## src/rtl/wb_initiator.sv

```systemverilog
// Wishbone classic single-cycle initiator: turns one valid/ready request into one
// bus read or write, with a bus timeout and a post-cycle quiet gap for lingering acks.
module wb_initiator #(
   parameter int DAT_W    = 32,
   parameter int ADR_W    = 32,
   parameter int TIMEOUT  = 255,
   parameter int IDLE_GAP = 2
) (
   input  logic               clk_i,
   input  logic               rst_i,
   // requester side
   input  logic               req_valid_i,
   output logic               req_ready_o,
   input  logic               req_we_i,
   input  logic [ADR_W-1:0]   req_adr_i,
   input  logic [DAT_W-1:0]   req_dat_i,
   input  logic [DAT_W/8-1:0] req_sel_i,
   output logic               rsp_valid_o,
   output logic [DAT_W-1:0]   rsp_dat_o,
   output logic               rsp_err_o,
   // Wishbone master side
   output logic               wbm_cyc_o,
   output logic               wbm_stb_o,
   output logic               wbm_we_o,
   output logic [ADR_W-1:0]   wbm_adr_o,
   output logic [DAT_W-1:0]   wbm_dat_o,
   output logic [DAT_W/8-1:0] wbm_sel_o,
   input  logic [DAT_W-1:0]   wbm_dat_i,
   input  logic               wbm_ack_i,
   input  logic               wbm_err_i,
   output logic               busy_o
);

   localparam int SEL_W = DAT_W / 8;
   localparam int CNT_W = ($clog2(TIMEOUT + 1) > 8) ? $clog2(TIMEOUT + 1) : 8;
   localparam logic [CNT_W-1:0] CNT_LAST = CNT_W'((TIMEOUT > 0) ? TIMEOUT - 1 : 0);
   localparam logic [3:0]       GAP_LAST = 4'((IDLE_GAP > 0) ? IDLE_GAP - 1 : 0);

   typedef enum logic [1:0] {
      S_IDLE,
      S_BUS,
      S_GAP
   } state_e;

   state_e             state_q,     state_d;
   logic [CNT_W-1:0]   tmo_cnt_q,   tmo_cnt_d;
   logic [3:0]         gap_cnt_q,   gap_cnt_d;
   logic               we_q,        we_d;
   logic [ADR_W-1:0]   adr_q,       adr_d;
   logic [DAT_W-1:0]   dat_q,       dat_d;
   logic [SEL_W-1:0]   sel_q,       sel_d;
   logic               rsp_valid_q, rsp_valid_d;
   logic               rsp_err_q,   rsp_err_d;
   logic [DAT_W-1:0]   rsp_dat_q,   rsp_dat_d;
   logic               timeout_hit;

   // Terminating at TIMEOUT-1 means the counter can never wrap while it matters.
   assign timeout_hit = (TIMEOUT != 0) && (tmo_cnt_q == CNT_LAST);

   always_comb begin
      // NOTE: every output of this block gets a default first, so no path can infer a latch.
      state_d     = state_q;
      tmo_cnt_d   = tmo_cnt_q;
      gap_cnt_d   = gap_cnt_q;
      we_d        = we_q;
      adr_d       = adr_q;
      dat_d       = dat_q;
      sel_d       = sel_q;
      rsp_valid_d = 1'b0;
      rsp_err_d   = 1'b0;
      rsp_dat_d   = '0;

      unique case (state_q)
         S_IDLE: begin
            if (req_valid_i) begin
               we_d      = req_we_i;
               adr_d     = req_adr_i;
               dat_d     = req_dat_i;
               sel_d     = req_sel_i;
               tmo_cnt_d = '0;
               state_d   = S_BUS;
            end
         end
         S_BUS: begin
            if (wbm_err_i || wbm_ack_i || timeout_hit) begin
               rsp_valid_d = 1'b1;
               // err outranks ack; with neither present this is the timeout
               rsp_err_d   = wbm_err_i || !wbm_ack_i;
               if (!wbm_err_i && wbm_ack_i && !we_q) begin
                  rsp_dat_d = wbm_dat_i;
               end
               gap_cnt_d = '0;
               state_d   = (IDLE_GAP > 0) ? S_GAP : S_IDLE;
            end else if (TIMEOUT != 0) begin
               tmo_cnt_d = tmo_cnt_q + 1'b1;
            end
         end
         S_GAP: begin
            if (gap_cnt_q == GAP_LAST) begin
               state_d = S_IDLE;
            end else begin
               gap_cnt_d = gap_cnt_q + 1'b1;
            end
         end
         default: state_d = S_IDLE;
      endcase
   end

   always_ff @(posedge clk_i) begin
      // NOTE: state registers use non-blocking assignments so every flop samples pre-edge values.
      if (rst_i) begin
         state_q     <= S_IDLE;
         tmo_cnt_q   <= '0;
         gap_cnt_q   <= '0;
         we_q        <= 1'b0;
         adr_q       <= '0;
         dat_q       <= '0;
         sel_q       <= '0;
         rsp_valid_q <= 1'b0;
         rsp_err_q   <= 1'b0;
         rsp_dat_q   <= '0;
      end else begin
         state_q     <= state_d;
         tmo_cnt_q   <= tmo_cnt_d;
         gap_cnt_q   <= gap_cnt_d;
         we_q        <= we_d;
         adr_q       <= adr_d;
         dat_q       <= dat_d;
         sel_q       <= sel_d;
         rsp_valid_q <= rsp_valid_d;
         rsp_err_q   <= rsp_err_d;
         rsp_dat_q   <= rsp_dat_d;
      end
   end

   assign req_ready_o = (state_q == S_IDLE);
   assign busy_o      = (state_q != S_IDLE);
   assign wbm_cyc_o   = (state_q == S_BUS);
   assign wbm_stb_o   = (state_q == S_BUS);
   assign wbm_we_o    = we_q;
   assign wbm_adr_o   = adr_q;
   assign wbm_dat_o   = dat_q;
   assign wbm_sel_o   = sel_q;
   assign rsp_valid_o = rsp_valid_q;
   assign rsp_err_o   = rsp_err_q;
   assign rsp_dat_o   = rsp_dat_q;

endmodule
```

## config.mk

```make
export PLATFORM = sky130hd
export DESIGN_NAME = wb_initiator
export DESIGN_NICKNAME = d
export VERILOG_FILES = /design/src/rtl/wb_initiator.sv
export SDC_FILE = /design/constraint.sdc
export NUM_CORES = 1
export LEC_CHECK = 0
export BUFFER_PORTS_ARGS = -buffer_cell sky130_fd_sc_hd__buf_4
export CAP_MARGIN = 10
export CORE_ASPECT_RATIO = 0.7
export CORE_MARGIN = 2
export CORE_UTILIZATION = 45
export CTS_CLUSTER_DIAMETER = 100
export DETAILED_ROUTE_END_ITERATION = 16
export MAX_ROUTING_LAYER = met4
export PLACE_DENSITY = 0.78
export SYNTH_ARGS = -nofsm -noshare
export SYNTH_HDL_FRONTEND = slang
export SYNTH_SLANG_ARGS = --single-unit
export TNS_END_PERCENT = 50
```

## constraint.sdc

```tcl
create_clock -name clk_i -period 5.1 [get_ports clk_i]
set_input_delay 1.275 -clock clk_i [delete_from_list [all_inputs] [get_ports clk_i]]
set_output_delay 1.275 -clock clk_i [all_outputs]
set_load 0.005 [all_outputs]
```

==> run metrics, run 1 <==
Post-synth EDFFs=0; post-synth top area cell=dfxtp_1; Top Ports=roughly 210; Slew @ Worst Pin=1010 ps; Peak VDD IR=0.254 mV; hold_ws=between 400 and 500 ps; RSZ-0062 raised after global routing=false; Synth top cells by count=nand2_1 (141), dfxtp_1 (117), a21oi_1 (74); clock tree buffer depth=2; CP required=5440 ps; TritonCTS clock tree=done; R2R setup slack=3120 ps; Port Buffer Count=between 200 and 250; Worst Hold Class=reg2reg; Critical-path top delay cell=or3b_1; Setup TNS=0 ps; diodes inserted=0; Post-Route M1 WL=approximately 4.8 mm; DR top layer=met4; sw frac=~22%; Seq/Total Area, Yosys=57.5%; gpl congestion=0.817; starting density of the core=47.3%; worst path bufs/invs=2; Slew Viols, Final=0; Design Area, Final=6340 µm²; Initial DRC Count=158; residual DRC count=0; detailed-route vias per instance=approximately 5; Die Wd=118 µm; largest net degree at the start of global routing=83; Hold EP=wbm_adr_o[29]$_SDFFE_PP0P_; Power Dens Cells=between 300 and 400 nW/µm²; total length of routed wires=11.3 mm; clk slew on worst S/H paths=~50 ps; mux cell area share after synthesis=0%; Final Hold Violating Endpoints=0; Fmax=373 MHz; Tmin final=2680 ps; die extent in y=between 80 and 90 µm; final setup margin=roughly 2400 ps; Crit path largest cell delay=around 600 ps; global-route wire length before repair=between 15 and 20 mm; startpoint types=input pin; Worst Path Arrival=~3000 ps; Vias=3,947; Comb power frac=between 9 and 10%; Post-CTS Repair Setup Buffers=0; Crit Path Class=in2reg; initial antenna violation count=0; post-synth cell types=33; DRT antenna net count=0; Compound-Gate Fraction of Synth Area=11.9%; flops & latches, synth=around 120; Root Driver=clkbuf_16; share of post-route cells with drive strength above 1=a little over a third; Cells on Worst Hold Path=2; max_slew headroom=between 30% and 40%; CTS sink count=~120; metal3 WL=between 800 and 900 µm; synthesized instance count=approximately 470; Syn-to-layout area delta=55.6%; Pre-Repair DR Iteration Count=4; leakage=a little under 3 nW; Main synth FF type=dfxtp_1; Setup crit end kind=flip-flop; core area=around 8600 µm²; cell row count=28; Post-Place Cell Area=5710 µm²; final setup violation count=0; WL per Instance=about 14 µm; vias in the first global route=a little under 4,000; die footprint=between 9000 and 10,000 µm²; GRT Overall Usage=about a quarter; worst r2r dst=wbm_sel_o[1]$_SDFFE_PP0P_; Post-layout nets=788; worst reg2reg startpoint=state_q[1]$_SDFFE_PP0P_; clock buffer count from CTS=17; total gr overflow=0; Post-synth ARST share=0%; top post-synthesis cells by area=dfxtp_1 (58%), nand2_1 (13%), a21oi_1 (9.1%); cts hold-fix bufs=0; Clock Latency Late Sink=~400 ps; crit-path leading delay family=simple AND/OR/NAND/NOR gates; Post-Synth XOR/XNOR Area=0%; Psw=0.547 mW; worst-path fanout max=82; most frequent cell after synthesis=nand2_1; top-area cell type share of the netlist area=approximately 58%; clock power share=between 50% and 60%; cell internal pwr=between 1.5 and 2 mW; DP HPWL=around 7.9 mm; Post-CTS Resized=0; period utilization=between 50% and 60%; main combinational cell family by area after synthesis=simple AND/OR/NAND/NOR gates; Synth Net Count=582; cell count of the worst reg-to-reg path=5; MaxCap Viol Count=0; simple-gate share of the synthesized area=25.3%; syn_area_per_cell=~8.6 µm²; number of H-tree branching levels=4; synthesized cell area=roughly 4100 µm²; Max Clock Skew=approximately 8.5 ps; routed wl met2=roughly 5.5 mm; Hold Crit Start=wbm_adr_o[29]$_SDFFE_PP0P_; pre-CTS WS=~1500 ps; Synthesis Warnings=0; share of total power in sequential cells=roughly two fifths; Filler cells=roughly 660; Synth Area in Adders=under 10%; crit path cell chain=buf_4 > or3b_1 > nor4b_4 > buf_6 > and2_1; outcome=complete, no violations
[worst register-to-register path: stages (launching register included)]
cell and delay (ps):
dfxtp_1 470, nor2_1 130, nand2_2 630, buf_4 420
nand2_1 100, a21oi_1 160
[sequential cells by signal (all words and copies together) (netlist names)]
name / count
tmo_cnt_q: 8
wbm_sel_o: 4
rsp_err_o: 1
rsp_valid_o: 1
rsp_dat_o: 32
wbm_we_o: 1
wbm_dat_o: 32
wbm_adr_o: 32
gap_cnt_q: 4
state_q: 2
[per-layer routing]
layer  vias to the layer above  track usage, %
met5                         -               -
met4                         0            10.7
met3                        14            6.90
met2                       152            38.7
met1                      1820            27.4
li1                       1961               -
[area by class of cell]
type | count | area [µm²] | area share [%]
clock buffer | 21 | 470 | 7.42
clock inverter | 11 | 150 | 2.37
inverter | 6 | 22.5 | 0.355
multi-input combinational | 320 | 1580 | 24.9
sequential | 117 | 2340 | 37.0
tap | 120 | 150 | 2.37
timing repair buffer | 216 | 1630 | 25.6
[per-stage QoR]
step / power, mW / std cells / utilization (%)
floorplan: 1.09 / 472 / -
global placement: 1.23 / 778 / 66.2
detailed placement: 1.24 / 778 / 66.2
CTS: 2.46 / 810 / 73.4
global route: 2.53 / 811 / 73.5
finish: 2.44 / 811 / 73.5
[worst max path at each step]
| stage | start | to | slack, ps | cells past startpoint |
|---|---|---|---|---|
| floorplan | rst_i | rsp_dat_o[10]$_SDFF_PP0_ | 2540 | 6 |
| global placement | rst_i | rsp_dat_o[8]$_SDFF_PP0_ | 1650 | 4 |
| detailed placement | rst_i | rsp_dat_o[8]$_SDFF_PP0_ | 1530 | 4 |
| CTS | rst_i | rsp_dat_o[13]$_SDFF_PP0_ | 1960 | 4 |
| global route | rst_i | rsp_dat_o[13]$_SDFF_PP0_ | 2330 | 5 |
| finish | rst_i | rsp_dat_o[13]$_SDFF_PP0_ | 2420 | 5 |
[kinds of logic after synthesis]
family	Yosys count
AO/OA/AOI/OAI	90
flip-flops	117
AND/OR/NAND/NOR	226
adder cells (fa/ha/maj)	4
buffers and inverters	35
[power by group through the flow]
stage / Sequential [mW] / Clock (mW) / Combinational (mW)
4_1_cts: 0.979 / 1.24 / 0.242
3_3_place_gp: 0.996 / 0 / 0.235
5_1_grt: 0.983 / 1.28 / 0.265
6_report: 0.979 / 1.22 / 0.240
2_1_floorplan: 0.998 / 0 / 0.0904
3_5_place_dp: 0.997 / 0 / 0.240
[layout by cell type, fill, tap and decap left out, types with 4 or more instances in the layout]
cell,synthesis,routed
dfxtp_1,117,117
ha_1,4,4
inv_1,6,6
a21oi_1,74,74
nand2_1,141,140
clkbuf_16,0,17
nand3_1,20,20
and2_1,32,32
clkinv_4,0,4
buf_4,1,215
nor2_1,16,16
Note: power is estimated with default switching activity, not from simulation.
==> inputs of run 2 (changes only) <==
- clock period: 5.1 -> 2.7 ns (I/O delays scaled with it)
==> run 2 against run 1 <==
Sequential cell count unchanged. Clock-buffer cell count down 2. Critical endpoint is now wbm_cyc_o. Utilization fell by 0.16 points.
==> run metrics, run 2 (synthesis gave the netlist of run 1 again) <==
residual DRC count=0 (unchanged); largest net degree at the start of global routing=48 (was 83); leading cell type in the layout, fill and taps excluded=buf_4 (unchanged); Worst Hold Class=reg2reg (unchanged); die footprint=9840 µm² (unchanged); Slew @ Worst Pin=1030 ps (was 1010 ps); Tmin final=between 2000 and 2500 ps; GRT Overall Usage=24.3% (was 23.8%); MaxCap Viol Count=0 (unchanged); Max Clock Skew=16.9 ps (was 8.49 ps); Setup crit end kind=primary output (was flip-flop); DP HPWL=8.17 mm (was 7.87 mm); Die Wd=118 µm (unchanged); Syn-to-layout area delta=55.3% (was 55.6%); max_slew headroom=31.1% (was 32.4%); global-route wire length before repair=18.8 mm (was 18.3 mm); worst-path fanout max=7 (was 82); vias in the first global route=3,917 (was 3,882); detailed-route vias per instance=4.83 (was 4.87); overall power=4.47 mW (was 2.44 mW); Clock Latency Late Sink=410 ps (was 400 ps); WL per Instance=14.1 µm (was 14.0 µm); Post-CTS Resized=0 (unchanged); Setup TNS=0 ps (unchanged); Vias=3,929 (was 3,947); Filler cells=654 (was 662); Top Ports=213 (unchanged); total length of routed wires=11.5 mm (was 11.3 mm); Post-layout nets=791 (was 788); clk slew on worst S/H paths=50 ps (about the same); Fmax=between 400 and 500 MHz; cts hold-fix bufs=0 (unchanged); gpl congestion=0.807 (was 0.817); core area=8620 µm² (unchanged); outcome=complete, no violations (unchanged); CTS sink count=117 (unchanged); Slew Viols, Final=0 (unchanged); Peak VDD IR=0.474 mV (was 0.254 mV); Power Dens Cells=706 nW/µm² (was 385 nW/µm²); register area=2340 µm² (unchanged); Root Driver=clkbuf_16 (unchanged); startpoint types=flip-flop (was input pin); total gr overflow=0 (unchanged); Pre-Repair DR Iteration Count=4 (unchanged); DRT antenna net count=0 (unchanged); leakage=2.94 nW (was 2.93 nW); Crit Path Class=reg2out (was in2reg); TritonCTS clock tree=done (unchanged); cell row count=28 (unchanged); clock tree buffer depth=2 (unchanged); Final Hold Violating Endpoints=0 (unchanged); Crit path largest cell delay=480 ps (was 590 ps); Worst Path Arrival=1350 ps (was 3020 ps); Port Buffer Count=212 (unchanged); clock buffer count from CTS=17 (unchanged); diodes inserted=0 (unchanged); Critical-path top delay cell=dfxtp_1 (was or3b_1); Post-CTS Repair Setup Buffers=0 (unchanged); period utilization=between 70 and 80%; crit path cell chain=nand2b_1 > inv_1 > buf_4 (was buf_4 > or3b_1 > nor4b_4 > buf_6 > and2_1); starting density of the core=47.3% (unchanged); die extent in y=83.6 µm (unchanged); number of H-tree branching levels=4 (unchanged); area of the multi-input gates=1580 µm² (unchanged); initial antenna violation count=0 (unchanged); share of post-route cells with drive strength above 1=36.5% (was 36.2%); most frequent cells in the layout=buf_4 (218), nand2_1 (140), dfxtp_1 (117), a21oi_1 (74), and2_1 (32) (was buf_4 (215), nand2_1 (140), dfxtp_1 (117), a21oi_1 (74), and2_1 (32)); RSZ-0062 raised after global routing=false (unchanged); CP required=2030 ps (was 5440 ps); final setup violation count=0 (unchanged); Initial DRC Count=165 (was 158)
[run 2: area by class of cell]
cell class	count	share of cell area, %
inverter	6	0.356
multi-input combinational	320	24.9
timing repair buffer	219	26.2
clock buffer	19	7.00
clock inverter	13	2.10
sequential	117	37.0
tap	120	2.37
[run 2: layer usage]
metal / up-vias / GRT usage, % / part of all wire, %
li1: 1972 / - / -
met2: 165 / 39.5 / 49
met3: 13 / 8.61 / 8.7
met5: - / - / 0
met1: 1779 / 27.4 / 41
met4: 0 / 10.3 / 1.4
[run 2: worst paths after layout]
path | depth (start not counted) | slack, ps | to | from
max | 3 | 680 | wbm_cyc_o | state_q[1]$_SDFFE_PP0P_
min | 2 | 450 | wbm_adr_o[21]$_SDFFE_PP0P_ | wbm_adr_o[21]$_SDFFE_PP0P_
max reg2reg | 4 | 710 | tmo_cnt_q[0]$_SDFFE_PP0P_ | tmo_cnt_q[3]$_SDFFE_PP0P_
min reg2reg | 2 | 450 | wbm_adr_o[21]$_SDFFE_PP0P_ | wbm_adr_o[21]$_SDFFE_PP0P_
[run 2: stage by stage]
step | hold WS (ps) | util (%) | instance area [µm²] | setup WS, ps | std cells
floorplan | 432 | - | 4070 | 740 | 472
global placement | 443 | 66.7 | 5750 | 646 | 782
detailed placement | 447 | 66.7 | 5750 | 586 | 782
CTS | 453 | 73.4 | 6320 | 677 | 814
global route | 461 | 73.4 | 6320 | 539 | 814
finish | 452 | 73.4 | 6320 | 677 | 814
[run 2: worst max-delay path: cells and delay by family (launching register included)]
kind / cells / cell delay [ps]
buffers and inverters: 2 / 250
and+or+nand+nor: 1 / 220
DFF: 1 / 480
[run 2: where the power goes]
part / switching [mW] / internal (mW) / total (mW)
Combinational: 0.209 / 0.251 / 0.460
Sequential: 0.0442 / 1.81 / 1.85
Clock: 0.779 / 1.38 / 2.16
Total: 1.03 / 3.43 / 4.47
==> inputs of run 3 (changes only) <==
- CORE_UTILIZATION: 45 -> 40
- PLACE_DENSITY: 0.78 -> 0.73
- clock period: 2.7 -> 1.7 ns (I/O delays scaled with it)
==> run 3 against run 2 <==
Worst setup slack lost 640 ps. Clock power up 50%. Sequential cell count did not move. Critical path depth rose by 1. Cell count up 2.9%. Largest power group unchanged. Highest routed layer unchanged.
==> run metrics, run 3 (synthesis gave the netlist of run 1 again) <==
Tmin final=between 1500 and 2000 ps; Vias=3,931 (was 3,929); Critical-path top delay cell=dfxtp_4 (was dfxtp_1); worst-path fanout max=6 (was 7); Crit path largest cell delay=360 ps (was 480 ps); worst reg2reg startpoint=tmo_cnt_q[0]$_SDFFE_PP0P_ (was tmo_cnt_q[3]$_SDFFE_PP0P_); global-route wire length before repair=17.4 mm (was 18.8 mm); Pre-Repair DR Iteration Count=4 (unchanged); Power Dens Cells=1070 nW/µm² (was 706 nW/µm²); Root Driver=clkbuf_16 (unchanged); area of the multi-input gates=1590 µm² (was 1580 µm²); CP dominant cell by count=buf_4; RSZ-0062 raised after global routing=true (was false); final setup margin=40.2 ps (was 677 ps); share of post-route cells with drive strength above 1=38.5% (was 36.5%); GRT Overall Usage=20.5% (was 24.3%); CP required=1270 ps (was 2030 ps); Initial DRC Count=129 (was 165); Fmax=roughly 600 MHz; total length of routed wires=11.2 mm (was 11.5 mm); Post-layout nets=808 (was 791); Port Buffer Count=212 (unchanged); Clock Latency Late Sink=400 ps (was 410 ps); final setup violation count=0 (unchanged); Slew Viols, Final=0 (unchanged); largest net degree at the start of global routing=82 (was 48); max_slew headroom=71.3% (was 31.1%); Setup crit end kind=primary output (unchanged); pre-CTS WS=29.2 ps (was 586 ps); Non-Filler Instances=838 (was 814); Final Hold Violating Endpoints=0 (unchanged); Peak VDD IR=0.617 mV (was 0.474 mV); DP HPWL=8.05 mm (was 8.17 mm); Inst Count DP=806 (was 782); leading cell type in the layout, fill and taps excluded=buf_4 (unchanged); Die Wd=125 µm (was 118 µm); register area=2350 µm² (was 2340 µm²); Worst Path Arrival=1230 ps (was 1350 ps); clock buffer count from CTS=17 (unchanged); Hold Crit Start=wbm_dat_i[15] (was wbm_adr_o[21]$_SDFFE_PP0P_); Crit Path Class=reg2out (unchanged); die extent in y=88.4 µm (was 83.6 µm); TritonCTS clock tree=done (unchanged); gpl congestion=0.820 (was 0.807); most frequent cells in the layout=buf_4 (232), nand2_1 (140), dfxtp_1 (116), a21oi_1 (74), and2_1 (32) (was buf_4 (218), nand2_1 (140), dfxtp_1 (117), a21oi_1 (74), and2_1 (32)); vias in the first global route=3,783 (was 3,917); detailed-route vias per instance=4.69 (was 4.83); final core utilization=66.2% (was 73.4%); Filler cells=810 (was 654); leakage=3.01 nW (was 2.94 nW); Max Clock Skew=4.96 ps (was 16.9 ps); number of H-tree branching levels=4 (unchanged); starting density of the core=41.6% (was 47.3%); Slew @ Worst Pin=429 ps (was 1030 ps); residual DRC count=0 (unchanged); crit path cell chain=buf_4 > nor2_4 > inv_2 > buf_4 (was nand2b_1 > inv_1 > buf_4); startpoint types=flip-flop (unchanged); total gr overflow=0 (unchanged); DRT antenna net count=0 (unchanged); cell row count=30 (was 28); clk slew on worst S/H paths=50 ps (about the same); WL per Instance=13.4 µm (was 14.1 µm); Syn-to-layout area delta=59.2% (was 55.3%); period utilization=a little over nine tenths; CTS sink count=117 (unchanged); Design Area, Final=6480 µm² (was 6320 µm²); initial antenna violation count=0 (unchanged); core area=9800 µm² (was 8620 µm²); diodes inserted=0 (unchanged); Post-Place Cell Area=5920 µm² (was 5750 µm²); outcome=complete, no violations (unchanged); Worst Hold Class=in2reg (was reg2reg); clock tree buffer depth=2 (unchanged); MaxCap Viol Count=0 (unchanged); CP startpoint=state_q[1]$_SDFFE_PP0P_ (unchanged); Top Ports=213 (unchanged); die footprint=11,000 µm² (was 9840 µm²)
run 3: cell types whose count changed in the layout (fill, tap and decap cells not counted), sizes merged:
cell,previous run,this run
clkbuf,19,21
inv,7,6
clkinvlp,1,3
bufinv,2,1
clkinv,9,6
buf,219,236
run 3: metal layers:
layer | track usage, % | vias to the layer above | share of wire [%]
li1 | - | 2001 | -
met1 | 23.5 | 1787 | 43
met2 | 33.8 | 134 | 49
met3 | 6.41 | 9 | 7.3
met4 | 8.58 | 0 | 0.96
met5 | - | - | 0
run 3: per-stage QoR:
step,hold slack (ps),power (mW),setup TNS [ps]
final,221,6.95,0
after global placement,441,3.74,0
after CTS,206,7.01,0
after floorplan,431,3.27,0
after detailed placement,447,3.76,0
after global routing,209,7.21,-1.15
run 3: what timing repair did:
item	CTS	global route
buffers inserted	0	1
pin swaps	0	1
resized for setup	3	4
hold buffers	0	0
setup endpoints to repair	4	5
run 3: report_power, final:
group / leakage, nW / switching (mW) / total [mW] / internal [mW]
registers: 0.955 / 0.0646 / 2.93 / 2.87
clock network: 0.264 / 1.19 / 3.25 / 2.06
logic: 1.79 / 0.342 / 0.772 / 0.430
run 3: layout make-up:
| type | instances | share of cell area (%) |
|---|---|---|
| flip-flops and latches | 117 | 36.2 |
| repair buffers | 236 | 28.1 |
| multi-input cells | 320 | 24.5 |
| clock buffers | 21 | 7.10 |
| well taps | 128 | 2.47 |
| clock inverters | 10 | 1.27 |
| inverters | 6 | 0.347 |
run 3: final timing paths:
| path | to | slack, ps | depth (start not counted) |
|---|---|---|---|
| worst max-delay path | busy_o | 40 | 4 |
| worst min-delay path | rsp_dat_o[15]$_SDFF_PP0_ | 220 | 2 |
| worst max register to register | tmo_cnt_q[6]$_SDFFE_PP0P_ | 140 | 7 |
| worst min register to register | wbm_dat_o[25]$_SDFFE_PP0P_ | 450 | 2 |
run 3: worst max-delay path: cells and delay by family, from the launching register on:
kind	cells	cell delay, ps
DFF	1	360
and+or+nand+nor	1	140
buffers and inverters	3	340
